$ cat config.mk
export PLATFORM = sky130hd
export DESIGN_NAME = busca_instrucao
export DESIGN_NICKNAME = d
export VERILOG_FILES = /design/src/rtl/busca_instrucao_pkg.sv /design/src/rtl/busca_instrucao_proximo_pc.sv /design/src/rtl/busca_instrucao.sv
export SDC_FILE = /design/constraint.sdc
export NUM_CORES = 1
export LEC_CHECK = 0
export ABC_AREA = 1
export BUFFER_PORTS_ARGS = -buffer_cell sky130_fd_sc_hd__clkbuf_2
export CELL_PAD_IN_SITES_DETAIL_PLACEMENT = 0
export CELL_PAD_IN_SITES_GLOBAL_PLACEMENT = 1
export CORE_UTILIZATION = 33
export DETAILED_ROUTE_END_ITERATION = 16
export PLACE_DENSITY = 0.72
export SLEW_MARGIN = 0
export SYNTH_ARGS = -nofsm -noshare
export SYNTH_HDL_FRONTEND = slang
export SYNTH_SLANG_ARGS = --single-unit
$ cat constraint.sdc
create_clock -name clock -period 1.75 [get_ports clock]
set_input_delay 0.525 -clock clock [delete_from_list [all_inputs] [get_ports clock]]
set_output_delay 0.525 -clock clock [all_outputs]
set_load 0.01 [all_outputs]
$ cat src/rtl/busca_instrucao_pkg.sv
// Shared definitions for the instruction fetch stage: opcodes, instruction
// field positions and the fetch FSM state encoding.
package busca_instrucao_pkg;

   localparam logic [2:0] OP_ADD   = 3'd0;
   localparam logic [2:0] OP_COPY  = 3'd1;
   localparam logic [2:0] OP_READ  = 3'd2;
   localparam logic [2:0] OP_WRITE = 3'd3;
   localparam logic [2:0] OP_BEQZ  = 3'd4;
   localparam logic [2:0] OP_JUMP  = 3'd5;
   localparam logic [2:0] OP_ADDI  = 3'd6;
   localparam logic [2:0] OP_STOP  = 3'd7;

   localparam int INSTR_W    = 16;
   localparam int OPCODE_MSB = 15;
   localparam int OPCODE_LSB = 13;
   localparam int RA_MSB     = 12;
   localparam int RA_LSB     = 10;
   localparam int RB_MSB     = 9;
   localparam int RB_LSB     = 7;
   localparam int BV_MSB     = 6;
   localparam int BV_LSB     = 5;
   localparam int IMM_MSB    = 4;
   localparam int IMM_LSB    = 0;
   localparam int IMM_W      = IMM_MSB - IMM_LSB + 1;

   typedef enum logic [1:0] {
      BUSCA,
      DECODIFICA,
      EXECUTA,
      PARADO
   } estado_t;

endpackage

$ cat src/rtl/busca_instrucao_proximo_pc.sv
// Combinational next-PC selection: STOP holds, jumps/taken branches add the
// sign-extended immediate, EscPC steps by one; arithmetic wraps at the PC width.
module proximo_pc
   import busca_instrucao_pkg::*;
#(
   parameter int LARGURA_PC = 8
) (
   input  logic [LARGURA_PC-1:0] i_pc,
   input  logic [IMM_W-1:0]      i_imm,
   input  logic                  i_stop,
   input  logic                  i_ji,
   input  logic                  i_beqz,
   input  logic                  i_zero,
   input  logic                  i_escpc,
   output logic [LARGURA_PC-1:0] o_proximo_pc
);

   logic [LARGURA_PC-1:0] w_imm_ext;

   assign w_imm_ext = {{(LARGURA_PC-IMM_W){i_imm[IMM_W-1]}}, i_imm};

   always_comb begin
      o_proximo_pc = i_pc;
      if (i_stop) begin
         o_proximo_pc = i_pc;
      end else if (i_ji || (i_beqz && i_zero)) begin
         o_proximo_pc = i_pc + w_imm_ext;
      end else if (i_escpc) begin
         o_proximo_pc = i_pc + LARGURA_PC'(1);
      end
   end

endmodule

$ cat src/rtl/busca_instrucao.sv
// Instruction fetch/sequencing stage: fetch FSM, instruction register and PC.
// Optional executed-instruction counter enabled by defining BUSCA_CONTADOR_EN.
module busca_instrucao
   import busca_instrucao_pkg::*;
#(
   parameter int                    LARGURA_PC = 8,
   parameter logic [LARGURA_PC-1:0] PC_INICIAL = '0
) (
   input  logic                  clock,
   input  logic                  reset_n,
   output logic                  mem_req,
   output logic [LARGURA_PC-1:0] mem_addr,
   input  logic                  mem_ack,
   input  logic [INSTR_W-1:0]    mem_dado,
   output logic [2:0]            opcode,
   output logic [2:0]            ra,
   output logic [2:0]            rb,
   output logic [1:0]            BitVerificacao,
   output logic [IMM_W-1:0]      imm,
   output logic [LARGURA_PC-1:0] pc,
   output logic                  instr_valida,
   output logic                  parado,
   input  logic                  EscPC,
   input  logic                  Ji,
   input  logic                  Beqz,
   input  logic                  STOP,
   input  logic                  zero
`ifdef BUSCA_CONTADOR_EN
   ,
   output logic [15:0]           instr_contador
`endif
);

   estado_t               r_estado;
   logic [LARGURA_PC-1:0] r_pc;
   logic [INSTR_W-1:0]    r_ir;
   logic                  r_mem_req;
   logic                  r_instr_valida;
   logic                  r_parado;
   logic [LARGURA_PC-1:0] w_proximo_pc;

   proximo_pc #(
      .LARGURA_PC (LARGURA_PC)
   ) u_proximo_pc (
      .i_pc         (r_pc),
      .i_imm        (r_ir[IMM_MSB:IMM_LSB]),
      .i_stop       (STOP),
      .i_ji         (Ji),
      .i_beqz       (Beqz),
      .i_zero       (zero),
      .i_escpc      (EscPC),
      .o_proximo_pc (w_proximo_pc)
   );

   // Status outputs are registered alongside the state so that they never
   // depend combinationally on any input.
   always_ff @(posedge clock or negedge reset_n) begin
      if (!reset_n) begin
         r_estado       <= BUSCA;
         r_pc           <= PC_INICIAL;
         r_ir           <= '0;
         r_mem_req      <= 1'b1;
         r_instr_valida <= 1'b0;
         r_parado       <= 1'b0;
      end else begin
         case (r_estado)
            BUSCA: begin
               if (mem_ack) begin
                  r_ir      <= mem_dado;
                  r_mem_req <= 1'b0;
                  r_estado  <= DECODIFICA;
               end
            end
            DECODIFICA: begin
               r_instr_valida <= 1'b1;
               r_estado       <= EXECUTA;
            end
            EXECUTA: begin
               r_instr_valida <= 1'b0;
               r_pc           <= w_proximo_pc;
               if (STOP) begin
                  r_parado <= 1'b1;
                  r_estado <= PARADO;
               end else begin
                  r_mem_req <= 1'b1;
                  r_estado  <= BUSCA;
               end
            end
            PARADO: begin
               r_estado <= PARADO;
            end
            default: begin
               r_estado <= BUSCA;
            end
         endcase
      end
   end

`ifdef BUSCA_CONTADOR_EN
   logic [15:0] r_contador;

   // Counts every EXECUTA cycle, STOP included, and sticks at all-ones.
   always_ff @(posedge clock or negedge reset_n) begin
      if (!reset_n) begin
         r_contador <= '0;
      end else if ((r_estado == EXECUTA) && (r_contador != 16'hFFFF)) begin
         r_contador <= r_contador + 16'd1;
      end
   end

   assign instr_contador = r_contador;
`endif

   assign mem_req        = r_mem_req;
   assign mem_addr       = r_pc;
   assign pc             = r_pc;
   assign instr_valida   = r_instr_valida;
   assign parado         = r_parado;
   assign opcode         = r_ir[OPCODE_MSB:OPCODE_LSB];
   assign ra             = r_ir[RA_MSB:RA_LSB];
   assign rb             = r_ir[RB_MSB:RB_LSB];
   assign BitVerificacao = r_ir[BV_MSB:BV_LSB];
   assign imm            = r_ir[IMM_MSB:IMM_LSB];

endmodule

# Yosys cells after proc, flatten, opt, wreduce, memory -nomap -nowiden
# Cells that the tools add are included.
[totals]
latch_bits = 0
mem_bits_rw = 0
romBits = 0
register_bits = 29
inputBits = 24
memories = 0
[op_classes]
eq_ne = 5
mux = 9
div = 0
multipliers = 0
reduce_logical = 10
bitwise_logic = 1
addsub = 2
magnitude_cmp = 0
shifts = 0
[ops]
columns = ["op", "n"]
rows = [
  ["$mux 8", 2],
  ["$add 8x1->8 const B", 1],
  ["$add 8x8->8", 1],
  ["$pmux 2 s4", 1],
  ["$reduce_and 3->1", 2],
  ["$reduce_bool 2->1", 3],
  ["$eq 2x2->1 const B", 2],
  ["$mux 2", 2],
  ["$ne 2x2->1 const B", 2],
  ["$pmux 1 s2", 2],
  ["$reduce_and 2->1", 2],
  ["$eq 2x1->1 const B", 1],
  ["$logic_not 2->1", 1],
  ["$mux 1", 2],
  ["$logic_and 1x1->1", 1],
  ["$logic_or 1x1->1", 1],
  ["$not 1->1", 1],
]

# Depth between registers and ports, before layout
[logic_depth]
depth_word = 4
mapped_depth = 15
mapped_depth_nobuf = 15

# Hierarchy
# Synthesis repeated with hierarchy kept, for this count alone.
[unflattened]
cells_unflattened = 276
hier_area_um2 = 2059.5
[modules_own_cells]
columns = ["module", "area_per_inst_um2", "seq_area_each_um2", "instances", "cells_each"]
rows = [
  ["busca_instrucao", 1351.3, 726.9, 1, 144],
  ["proximo_pc", 708.2, 0.0, 1, 132],
]

# Worst setup path before layout
# Ideal clock, no wire load.
[synth_path]
path_type = "in2reg"
start = "input Beqz"
end = "register r_pc[6], in the netlist mem_addr[6]"
setup_time_ns = 0.121
required_ns = 1.629
arrival_time_ns = 2.031
cell_stages = 13
path_buffers = 0
slack_ns = -0.403
cell_sequence = "nand2_2 -> nand2_8 -> inv_1 -> or2_2 -> ha_1 -> inv_1 -> fa_1 -> o211ai_1 -> nand3_1 -> nand2_1 -> nand2_1 -> nand3_1 -> o21ai_1"
[synth_between]
elab_chain_cells = 4
word_cells_on_any_way = 5
cone_classes = "1 x mux; 4 x reduce/logical"
[synth_rtl]
columns = ["item", "line_no", "text"]
rows = [
  ["start: declaration", "busca_instrucao.sv:25", "input logic Beqz,"],
  ["$logic_and 1x1->1 (*)", "busca_instrucao_proximo_pc.sv:26", "end else if (i_ji || (i_beqz && i_zero)) begin"],
  ["$logic_or 1x1->1 (*)", "busca_instrucao_proximo_pc.sv:26", ""],
  ["$reduce_bool 2->1 (no source line)", "-", ""],
  ["$reduce_and 3->1 (no source line)", "-", ""],
  ["end signal: assignment", "busca_instrucao.sv:80", "r_pc <= w_proximo_pc;"],
  ["end: declaration", "busca_instrucao.sv:35", "logic [LARGURA_PC-1:0] r_pc;"],
]
# Every way passes the cells marked *; elsewhere a longest branch is shown, timed or not.
# A chain may end at the register's enable or synchronous reset.

# Worst setup path in the final report
# Ends and elaborated chain as after synthesis.

==> results.md <==
* Slowest stage cell, crit path: fa_2
* Mapped Cells at 180
* WL per Instance at 11.1 um
* Storage cell area at 727 um^2
* Final period util at 105%
* CP endpoint kind: register
* Area of the multi-input gates at between 800 and 900 um^2
* Post-Route WL at 3500 um
* Yosys warnings at 0
* Seq cells post-synth at 29
* # setup viols final at 2
* Sequential area share after synthesis at a little over two fifths
* Mapped Nets at approximately 210
* H-tree levels at 2
* Post-route setup slack at -79.3 ps
* Row cnt at 25
* IR drop worst, VDD at 0.809 mV
* Max Fclk at 0.547 GHz
* Vias at 1355
* Outcome: complete, but fails checks
* CTS buffer count at 5
* Pwr Total at 4000 uW
* Total gr overflow at 0
* Post-Syn Area at ~1700 um^2
* First-pass DRT Iterations at 4
* Static Leak at 0.00116 uW
* Largest net degree at the start of global routing at 30
* R2R Path Start: r_ir[0]$_DFFE_PN0P_
* Ant. Diodes at 0
* DRC viols at 0
* Worst Skew at between 1 and 1.5 ps
* Max-Cap Viols at 0
* FILL cells at ~500
* Layout area overhead at 32.8%
* Height of the chip at 73.4 um
* Clock Latency Late Sink at 280 ps
* Final ANT Viol Nets at 0
* Layout Utilization at between 40% and 50%
* # port buffers at a little under 60
* P per Cell Area at roughly 1800 nW/um^2
* Number of global-route vias before repair at between 1000 and 1500
* Worst relative slew slack at between 70% and 80%
* Critical path fanouts, max at 3
* Distinct cell type count after synthesis at 28
* Core area at ~4800 um^2
* Initial DRC count at 32
* I/O Pins at 59
* CTS max path bufs at 2
* Setup_tns at -93.9 ps
* Die ar. at ~5400 um^2
* Unrepaired setup endpoints after global routing: true
* Fin Hold WS at about 250 ps
* Crit path buf inv count at 3
* Antenna violations before repair at 0
* Starting Density at roughly a third
* Crit path required time at 1920 ps
* CP delay by family, top: simple AND/OR/NAND/NOR gates
* Root Driver: clkbuf_8
* CP arrival at roughly 2000 ps
* Final hold vios at 0
* DP Cell Count at around 300
* Setup crit start kind: input pin
* Layout cells sized above 1 at around half
* Worst-Margin Slew at slightly above 400 ps
* Clock sinks at 29
* Most common cell after layout, fill and taps aside: clkbuf_2
* CP cell instances: buf_8 -> nand2_8 -> nand2_8 -> inv_4 -> or2_4 -> ha_4 -> inv_2 -> fa_2 -> o211ai_1 -> nand3_1 -> nand2_1 -> nand2_1 -> nand3_2 -> o21ai_1
* All-layer global routing usage at 14.6%
* Violations in the final reports: setup timing
* Commonest cells after routing, fill and taps aside: clkbuf_2 (56), nand2_1 (30), dfrtp_1 (28)
* CP peak stage delay at ~330 ps
* Hpwl dp at 2700 um
* Width of the chip at about 73 um
* Syn avg cell area at roughly 9.3 um^2
* First-pass GRT wire length at between 5000 and 6000 um
* TritonCTS clock tree: built
* Layout Cells excl Fill at around 310
* Fin crit period at around 1800 ps
* Final net count at between 200 and 300
* Max Slew Vio Count at 0
* Gpl congestion at around 0.79
* Worst Setup SP: Beqz
* Worst Hold Class: in -> async
* WS Path Type: in -> reg
* Clock transition at path regs at around 60 ps
* Vias/cell at between 4 and 5
-- registers in the layout, indices dropped and copies added, names as in the netlist --
signal and count:
instr_valida 1, mem_addr 8, mem_req 1, parado 1, r_estado 2, r_ir 16
-- cell type report --
| type | count | area share [%] |
|---|---|---|
| tap | 67 | 3.75 |
| clock buffer | 5 | 3.08 |
| sequential | 29 | 32.5 |
| inverter | 23 | 4.31 |
| clock inverter | 3 | 0.784 |
| timing repair buffer | 69 | 17.6 |
| multi-input combinational | 118 | 37.9 |
-- worst reg2reg max path, cell delays in order (launching register included) --
cell	delay, ps
dfrtp_1	370
or2_4	130
ha_4	120
inv_2	30
fa_2	330
o211ai_1	220
nand3_1	130
nand2_1	80
nand2_1	60
nand3_2	50
o21ai_1	60
-- layer usage --
layer  routed length [um]  track usage [%]  share of wire, %  vias up
li1                     -                -                 -      698
met1                 1680             19.3                48      609
met2                 1540             22.3                44       44
met3                  236             4.94               6.7        4
met4                   39             5.13               1.1        0
met5                    0                0                 0        -
-- logic make-up after synthesis --
kind of cell / count (synthesis) / synth area share [%]
AND/OR/NAND/NOR: 77 / 24.2
buffers and inverters: 33 / 9.75
flip-flops: 29 / 43.2
AO/OA/AOI/OAI: 16 / 5.28
multiplexers: 14 / 9.37
adder cells (fa/ha/maj): 9 / 7.14
XOR/XNOR: 2 / 1.04
-- per-stage QoR --
stage | setup WS, ps | cell area (um^2)
finish | -79.3 | 2230
global route | -200 | 2230
CTS | -89.3 | 2210
floorplan | -233 | 1720
detailed placement | -444 | 2090
global placement | -404 | 2090
-- report_power, final --
part	internal, uW	switching (uW)
registers	1000	279
clock network	273	257
logic	1010	1180
-- what timing repair did --
action | 4_1_cts | 5_1_grt
resized for setup | 5 | 5
setup buffers | 1 | 2
hold buffers | 0 | 0
endpoints found under the setup margin | 3 | 5
pin swaps | 2 | 5
-- cells in the mapped netlist, drive strengths merged --
library cell / instances / area share, %
inv: 23 / 5.4
or2: 3 / 1.1
nor3: 1 / 0.30
a21oi: 4 / 1.2
o21ai: 8 / 2.4
nand3: 13 / 4.5
buf: 10 / 4.3
o22ai: 1 / 0.37
mux2: 14 / 9.4
fa: 1 / 1.2
o211ai: 2 / 0.89
dfstp: 1 / 1.6
nor2: 14 / 4.0
xor2: 2 / 1.0
nand2: 46 / 14
ha: 8 / 6.0
a22oi: 1 / 0.45
dfrtp: 28 / 42
-- path summary, 6_finish.rpt --
check	end	slack (ps)	depth (start not counted)
worst max-delay path	mem_addr[6]$_DFFE_PN0P_	-80	14
worst min-delay path	r_ir[5]$_DFFE_PN0P_	250	2
max in group asynchronous	mem_req$_DFFE_PN1P_	1190	2
worst min register to register	parado$_DFFE_PN0P_	480	1
worst max register to register	mem_addr[6]$_DFFE_PN0P_	60	10
min in group clock	r_ir[11]$_DFFE_PN0P_	470	2
Note: power is estimated with default switching activity, not from simulation.
